--- src/rtl/drp_master.sv ---
`default_nettype none
// ============================================================================
// Module   : drp_master
// Purpose  : DRP initiator issuing single read, write or masked RMW accesses
//            to a hard block's dynamic reconfiguration port, with timeout.
// Revision : 1.0 - initial release
// ============================================================================
module drp_master #(
    parameter int ADDR_WIDTH     = 9,
    parameter int DATA_WIDTH     = 16,
    parameter int TIMEOUT_CYCLES = 255
) (
    input  logic                  clk,
    input  logic                  rst,
    input  logic                  req_valid,
    output logic                  req_ready,
    input  logic                  req_write,
    input  logic [ADDR_WIDTH-1:0] req_addr,
    input  logic [DATA_WIDTH-1:0] req_wdata,
    input  logic [DATA_WIDTH-1:0] req_mask,
    output logic                  rsp_valid,
    output logic [DATA_WIDTH-1:0] rsp_rdata,
    output logic                  rsp_timeout,
    output logic                  busy,
    output logic                  drp_en,
    output logic                  drp_we,
    output logic [ADDR_WIDTH-1:0] drp_addr,
    output logic [DATA_WIDTH-1:0] drp_di,
    input  logic                  drp_rdy,
    input  logic [DATA_WIDTH-1:0] drp_do
);

    localparam logic [DATA_WIDTH-1:0] c_all_ones = '1;
    // Counter starts at zero in the first wait cycle, so the last allowed
    // wait cycle is the one where it holds TIMEOUT_CYCLES-1.
    localparam logic [15:0]           c_cnt_last = 16'(TIMEOUT_CYCLES - 1);

    typedef enum logic [2:0] {
        S_IDLE     = 3'd0,
        S_RD_ISSUE = 3'd1,
        S_RD_WAIT  = 3'd2,
        S_WR_ISSUE = 3'd3,
        S_WR_WAIT  = 3'd4,
        S_RESP     = 3'd5
    } state_t;

    state_t                  r_state;
    logic                    r_rmw;
    logic [DATA_WIDTH-1:0]   r_wdata;
    logic [DATA_WIDTH-1:0]   r_mask;
    logic [DATA_WIDTH-1:0]   r_old;
    logic [15:0]             r_cnt;
    logic                    r_rsp_valid;
    logic [DATA_WIDTH-1:0]   r_rsp_rdata;
    logic                    r_rsp_timeout;
    logic                    r_drp_en;
    logic                    r_drp_we;
    logic [ADDR_WIDTH-1:0]   r_drp_addr;
    logic [DATA_WIDTH-1:0]   r_drp_di;

    always_ff @(posedge clk) begin
        if (rst) begin
            r_state       <= S_IDLE;
            r_rmw         <= 1'b0;
            r_wdata       <= '0;
            r_mask        <= '0;
            r_old         <= '0;
            r_cnt         <= '0;
            r_rsp_valid   <= 1'b0;
            r_rsp_rdata   <= '0;
            r_rsp_timeout <= 1'b0;
            r_drp_en      <= 1'b0;
            r_drp_we      <= 1'b0;
            r_drp_addr    <= '0;
            r_drp_di      <= '0;
        end else begin
            case (r_state)
                S_IDLE: begin
                    if (req_valid) begin
                        r_drp_addr <= req_addr;
                        r_wdata    <= req_wdata;
                        r_mask     <= req_mask;
                        r_old      <= '0;
                        r_rmw      <= req_write && (req_mask != c_all_ones);
                        r_drp_en   <= 1'b1;
                        if (!req_write || (req_mask != c_all_ones)) begin
                            r_drp_we <= 1'b0;
                            r_state  <= S_RD_ISSUE;
                        end else begin
                            r_drp_we <= 1'b1;
                            r_drp_di <= req_wdata;
                            r_state  <= S_WR_ISSUE;
                        end
                    end
                end
                S_RD_ISSUE: begin
                    r_drp_en <= 1'b0;
                    r_drp_we <= 1'b0;
                    r_cnt    <= '0;
                    r_state  <= S_RD_WAIT;
                end
                S_RD_WAIT: begin
                    if (drp_rdy) begin
                        r_old <= drp_do;
                        if (r_rmw) begin
                            r_drp_en <= 1'b1;
                            r_drp_we <= 1'b1;
                            r_drp_di <= (drp_do & ~r_mask) | (r_wdata & r_mask);
                            r_state  <= S_WR_ISSUE;
                        end else begin
                            r_rsp_valid   <= 1'b1;
                            r_rsp_rdata   <= drp_do;
                            r_rsp_timeout <= 1'b0;
                            r_state       <= S_RESP;
                        end
                    end else if (r_cnt == c_cnt_last) begin
                        // A timed-out RMW read never reaches its write phase.
                        r_rsp_valid   <= 1'b1;
                        r_rsp_rdata   <= '0;
                        r_rsp_timeout <= 1'b1;
                        r_state       <= S_RESP;
                    end else begin
                        r_cnt <= r_cnt + 16'd1;
                    end
                end
                S_WR_ISSUE: begin
                    r_drp_en <= 1'b0;
                    r_drp_we <= 1'b0;
                    r_cnt    <= '0;
                    r_state  <= S_WR_WAIT;
                end
                S_WR_WAIT: begin
                    if (drp_rdy) begin
                        r_rsp_valid   <= 1'b1;
                        r_rsp_rdata   <= r_rmw ? r_old : '0;
                        r_rsp_timeout <= 1'b0;
                        r_state       <= S_RESP;
                    end else if (r_cnt == c_cnt_last) begin
                        r_rsp_valid   <= 1'b1;
                        r_rsp_rdata   <= '0;
                        r_rsp_timeout <= 1'b1;
                        r_state       <= S_RESP;
                    end else begin
                        r_cnt <= r_cnt + 16'd1;
                    end
                end
                S_RESP: begin
                    r_rsp_valid   <= 1'b0;
                    r_rsp_rdata   <= '0;
                    r_rsp_timeout <= 1'b0;
                    r_state       <= S_IDLE;
                end
                default: begin
                    r_state <= S_IDLE;
                end
            endcase
        end
    end

    assign req_ready   = (r_state == S_IDLE);
    assign busy        = (r_state != S_IDLE);
    assign rsp_valid   = r_rsp_valid;
    assign rsp_rdata   = r_rsp_rdata;
    assign rsp_timeout = r_rsp_timeout;
    assign drp_en      = r_drp_en;
    assign drp_we      = r_drp_we;
    assign drp_addr    = r_drp_addr;
    assign drp_di      = r_drp_di;

endmodule
`default_nettype wire

--- config.mk ---
export PLATFORM = sky130hd
export DESIGN_NAME = drp_master
export DESIGN_NICKNAME = d
export VERILOG_FILES = /design/src/rtl/drp_master.sv
export SDC_FILE = /design/constraint.sdc
export NUM_CORES = 1
export LEC_CHECK = 0
export CORE_ASPECT_RATIO = 0.6
export CORE_MARGIN = 2
export CORE_UTILIZATION = 45
export DETAILED_ROUTE_END_ITERATION = 12
export GPL_TIMING_DRIVEN = 0
export PLACE_DENSITY = 0.72
export SYNTH_ARGS = -nofsm -noshare
export SYNTH_HDL_FRONTEND = slang
export SYNTH_SLANG_ARGS = --single-unit
--- constraint.sdc ---
create_clock -name clk -period 4.11 [get_ports clk]
set_input_delay 0.822 -clock clk [delete_from_list [all_inputs] [get_ports clk]]
set_output_delay 0.822 -clock clk [all_outputs]
set_load 0.01 [all_outputs]
-- Word level (Yosys, flattened, before mapping)
Cells that the tools add are included.
- equal/unequal tests: 14
- bitwise gates (word level): 4
- mux-type cells: 41
- reduce and logical (&&, ||, !) cells: 17
- add/subtract/negate cells: 1
- operators by type and width (operator ; number):
    16-bit 2-to-1 mux ; 13
    16-bit case mux with 2 select lines ; 3
    16-bit case mux with 3 select lines ; 1
    16-bit bitwise AND ; 2
    16-bit by 1-bit adder with 16-bit output, second input constant ; 1
    16-bit by 8-bit == test with 1-bit output, second input constant ; 1
    16-bit != test, second input constant ; 1
    16-bit inverter ; 1
    16-bit OR ; 1
    3-bit 2-to-1 mux ; 5
    3-bit case mux with 5 select lines ; 1
    1-bit 2-to-1 mux ; 13
    2-bit != test, second input constant ; 6
    1-bit case mux with 3 select lines ; 4
    3-bit nonzero test ; 3
    3-bit by 2-bit == test with 1-bit output, second input constant ; 2
    3-bit == test, second input constant ; 2
    3-bit AND reduction ; 2
    5-bit AND reduction ; 1
    2-bit AND reduction ; 2
    4-bit AND reduction ; 1
    2-bit nonzero test ; 2
    2-bit OR reduction ; 2
    3-bit by 1-bit == test with 1-bit output, second input constant ; 1
    other kinds (6) ; 6
- bits in registers: 113
- logic and storage cells: 90
- output and inout bits: 47
- bits of input ports: 62

-- Longest topological paths before layout
- word-level depth: 6
- gate-level depth with buffers: 8

-- Worst setup path before layout
Ideal clock, no wire load.
- kind: input to register
- from: input port req_mask[14]
- to: register r_drp_di[10] (netlist: drp_di[10])
- stages: 6
- slack: 1.934 ns
- required time: 4.040 ns
- path buffers: 1
- arrival time: 2.106 ns
- path through: nand4_1 -> nor4_1 -> a22o_1 -> buf_2 -> o211ai_1 -> a21oi_1
- word-level cells in the longest chain between the ends: 4
- RTL lines (item ; line ; text):
    start: declaration ; 20 ; input logic [DATA_WIDTH-1:0] req_mask,
    16-bit != test ; 86 ; if (!req_write || (req_mask != c_all_ones)) begin
    1-bit logical OR ; 86 ;
    2-bit != test (no source line) ; -- ;
    5-bit AND reduction (no source line) ; -- ;
    end signal: assignment ; 91 ; r_drp_di <= req_wdata;
    end signal: assignment ; 108 ; r_drp_di <= (drp_do & ~r_mask) | (r_wdata & r_mask);
    end: declaration ; 59 ; logic [DATA_WIDTH-1:0] r_drp_di;
No other way between the ends.
A chain may end at the register's enable or synchronous reset.

-- Worst setup path after layout
- from: input port req_mask[15]
- to: register r_drp_di[6] (netlist: drp_di[6])
Same word-level chain as after synthesis.

==> qor.tcl <==
set qor(run_status) {finished, final reports clean}
set qor(cts.repair.resized) 0
set qor(antenna_violations_before_repair) 0
set qor(grt_first_pass_wirelength_um) 25200
set qor(number_of_hold_buffers_added_after_cts) 0
set qor(place.gp.congestion) 0.925
set qor(area_growth_syn_to_layout_pct) 37.4
set qor(ys_ff_latch) 113
set qor(design.portCount) 109
set qor(end_kind) {register}
set qor(grt_start_max_net_pins) 17
set qor(drive_above_1_share) 0.0666
set qor(reg2reg_from) {r_state[0]$_SDFFE_PP0N_}
set qor(syn-num-nets) 676
set qor(ant_nets) 0
set qor(grt_pass1_vias) 4819
set qor(synth_edf_count) 0
set qor(yosysWarnings) 0
set qor(worstSetupStartpoint) {req_mask[15]}
set qor(drc_errors) 0
set qor(floorplan.die_area_um2) 11900
set qor(cp_data_arrival_time_ns) 3.35
set qor(drtPass1Iterations) 5
set qor(clkSlewWorstSetupHoldPaths_ns) 0.06
set qor(timing.setup.tns_ns) 0
set qor(rsz0062_at_grt) {no}
set qor(setup_fix_bufs_post_cts) 0
set qor(overflow) 0
set qor(post_synthesis_sequential_area_ratio) 0.458
set qor(setup_viol_count_final) 0
set qor(area_of_the_mapped_netlist_um2) 4940
set qor(worst-setup-path-type) {in2reg}
set qor(critical_path_required_ns) 4.45
set qor(avgViaCountPerCell) 5.85
set qor(maxCapViolations) 0
set qor(drt-initial-drc-count) 550
set qor(post_synth_inst_count) 612
set qor(number_of_port_buffers) 108
set qor(synth_async_sr_flop_share) 0
set qor(postPlaceCellArea_um2) 6190
set qor(critPathLaunchType) {input pin}
set qor(route.detailed.wl_per_inst_um) 18.1
set qor(timing.final.max_slew_violations) 0
set qor(vdd_drop_max_mv) 0.332
set qor(fmax_mhz) 332
set qor(static-leakage-power_uw) 0.00238
set qor(worst_pin_slew_ns) 0.898
set qor(hold_class) {reg2reg}
set qor(synth_ff_type) {sky130_fd_sc_hd__dfxtp_1}
set qor(total_cts_buffers) 17
set qor(hold_start) {drp_di[9]$_SDFFE_PP0P_}
set qor(cts_tree) {yes}
set qor(timing.critical_path.fanout_max) 10
set qor(power.density_cell_area_nw_per_um2) 471
set qor(cts.sink_count) 113
set qor(cts.path.max_buffers) 2
set qor(yosys.cell_types.count) 56
set qor(globalRouteTotalUtil) 0.273
set qor(clkLatencyLatePin_ns) 0.41
set qor(detailedPlacementHpwl_um) 11600
set qor(hold_violations) 0
set qor(vias) 5204
set qor(ctsRootBufferMaster) {sky130_fd_sc_hd__clkbuf_16}
set qor(final.setup_skew_ns) 0.00777
set qor(final.min_clock_period_ns) 3.01
set qor(relSlewSlack) 0.396
set qor(synth.avg_cell_area_um2) 8.07
set qor(final_area_um2) 6780
set qor(placeableCoreArea_um2) 10600
set qor(dieHeight_um) 85.1
set qor(num_rows) 29
set qor(finalCritPeriodShare) 0.733
set qor(detail_route.wirelength_um) 16100
set qor(h-tree-depth) 4
set qor(start_util) 0.464
set qor(die_width_um) 139
set qor(finish.net_count) 803
set qor(antenna_cells) 0
[synthesized netlist by cell type, drive strengths merged, types with 7 or more instances]
master	count	area [µm²]
o21ai	10	53.8
o211ai	18	135
inv	7	26.3
buf	12	61.3
a22o	17	149
nand3	22	110
nor3	17	85.1
nand2	141	529
or3	7	43.8
a21oi	105	537
clkbuf	30	113
dfxtp	113	2260
mux2i	16	160
nor2	35	134
[layer usage]
metal | GRT usage | wire length, µm | vias to the layer above | share of wire
met5 | 0 | 0 | - | 0
met4 | 0.0872 | 220 | 0 | 0.014
met3 | 0.0926 | 1890 | 30 | 0.12
met2 | 0.396 | 6780 | 315 | 0.42
met1 | 0.384 | 7250 | 2447 | 0.45
li1 | - | - | 2412 | -
[cells in the final DEF, fill, tap and decap left out, drive strengths merged, types with 3 or more instances in the layout]
cell type	n
nand2	141
dfxtp	113
clkdlybuf4s50	108
a21oi	105
clkbuf	58
nor2	35
nand3	22
o211ai	18
a22o	17
nor3	17
mux2i	16
buf	12
o21ai	10
or3	7
inv	7
nand4	6
xnor2	6
a21o	4
a211oi	4
nor4	4
nor2b	3
and2	3
or4	3
a2111oi	3
[worst max-delay path, stage by stage]
cell and delay [ns]:
sky130_fd_sc_hd__clkdlybuf4s50_1 0.58, sky130_fd_sc_hd__nand4_1 0.11, sky130_fd_sc_hd__nor4_1 0.75, sky130_fd_sc_hd__a22o_1 0.46, sky130_fd_sc_hd__buf_2 0.29, sky130_fd_sc_hd__o211ai_1 0.13, sky130_fd_sc_hd__a21oi_1 0.18
[cell type report]
type	instances	area, µm²
Timing Repair Buffer	108	1080
Fill cell	897	3850
Inverter	7	26.3
Buffer	42	174
Clock inverter	3	42.5
Tap cell	139	174
Sequential cell	113	2260
Multi-Input combinational cell	450	2470
Clock buffer	28	547
[state kept, by name, indices dropped and copies added, names as in the netlist]
| signal | cells |
|---|---|
| drp_di | 16 |
| r_cnt | 16 |
| r_mask | 16 |
| r_old | 16 |
| r_wdata | 16 |
| rsp_rdata | 16 |
| drp_addr | 9 |
| r_state | 3 |
| drp_en | 1 |
| drp_we | 1 |
| r_rmw | 1 |
| rsp_timeout | 1 |
| rsp_valid | 1 |
[through the flow]
stage	hold WS, ns	total power [µW]	worst slack (ns)	utilization	std cells
3_5_place_dp	0.444	1740	0.782	0.582	859
5_1_grt	0.468	3300	0.992	0.638	890
2_1_floorplan	0.432	1510	1.93	-	612
6_report	0.454	3190	1.10	0.638	890
4_1_cts	0.451	3190	1.19	0.638	890
3_3_place_gp	0.437	1720	0.805	0.582	859
[report_power, final]
group	internal (µW)	switching [µW]
Clock	956	499
Sequential	1160	45.1
Combinational	212	318
Total	2330	862
[path summary, 6_finish.rpt]
kind | slack [ns] | cells after the start | end
max | 1.10 | 7 | drp_di[6]$_SDFFE_PP0P_
min reg2reg | 0.45 | 2 | drp_di[9]$_SDFFE_PP0P_
min | 0.45 | 2 | drp_di[9]$_SDFFE_PP0P_
max reg2reg | 1.73 | 6 | drp_di[6]$_SDFFE_PP0P_
[logic make-up (layout without fill, tap and decap cells)]
| family | Yosys count | count (layout) | share of synthesized area |
|---|---|---|---|
| flops | 113 | 113 | 0.458 |
| fa+ha+maj | 2 | 2 | 0.00507 |
| simple gates | 252 | 252 | 0.230 |
| mux | 16 | 16 | 0.0324 |
| xor+xnor | 6 | 6 | 0.0106 |
| compound gates | 174 | 174 | 0.223 |
| buf+inv | 49 | 188 | 0.0405 |
Power figures use the tool's default switching activity.
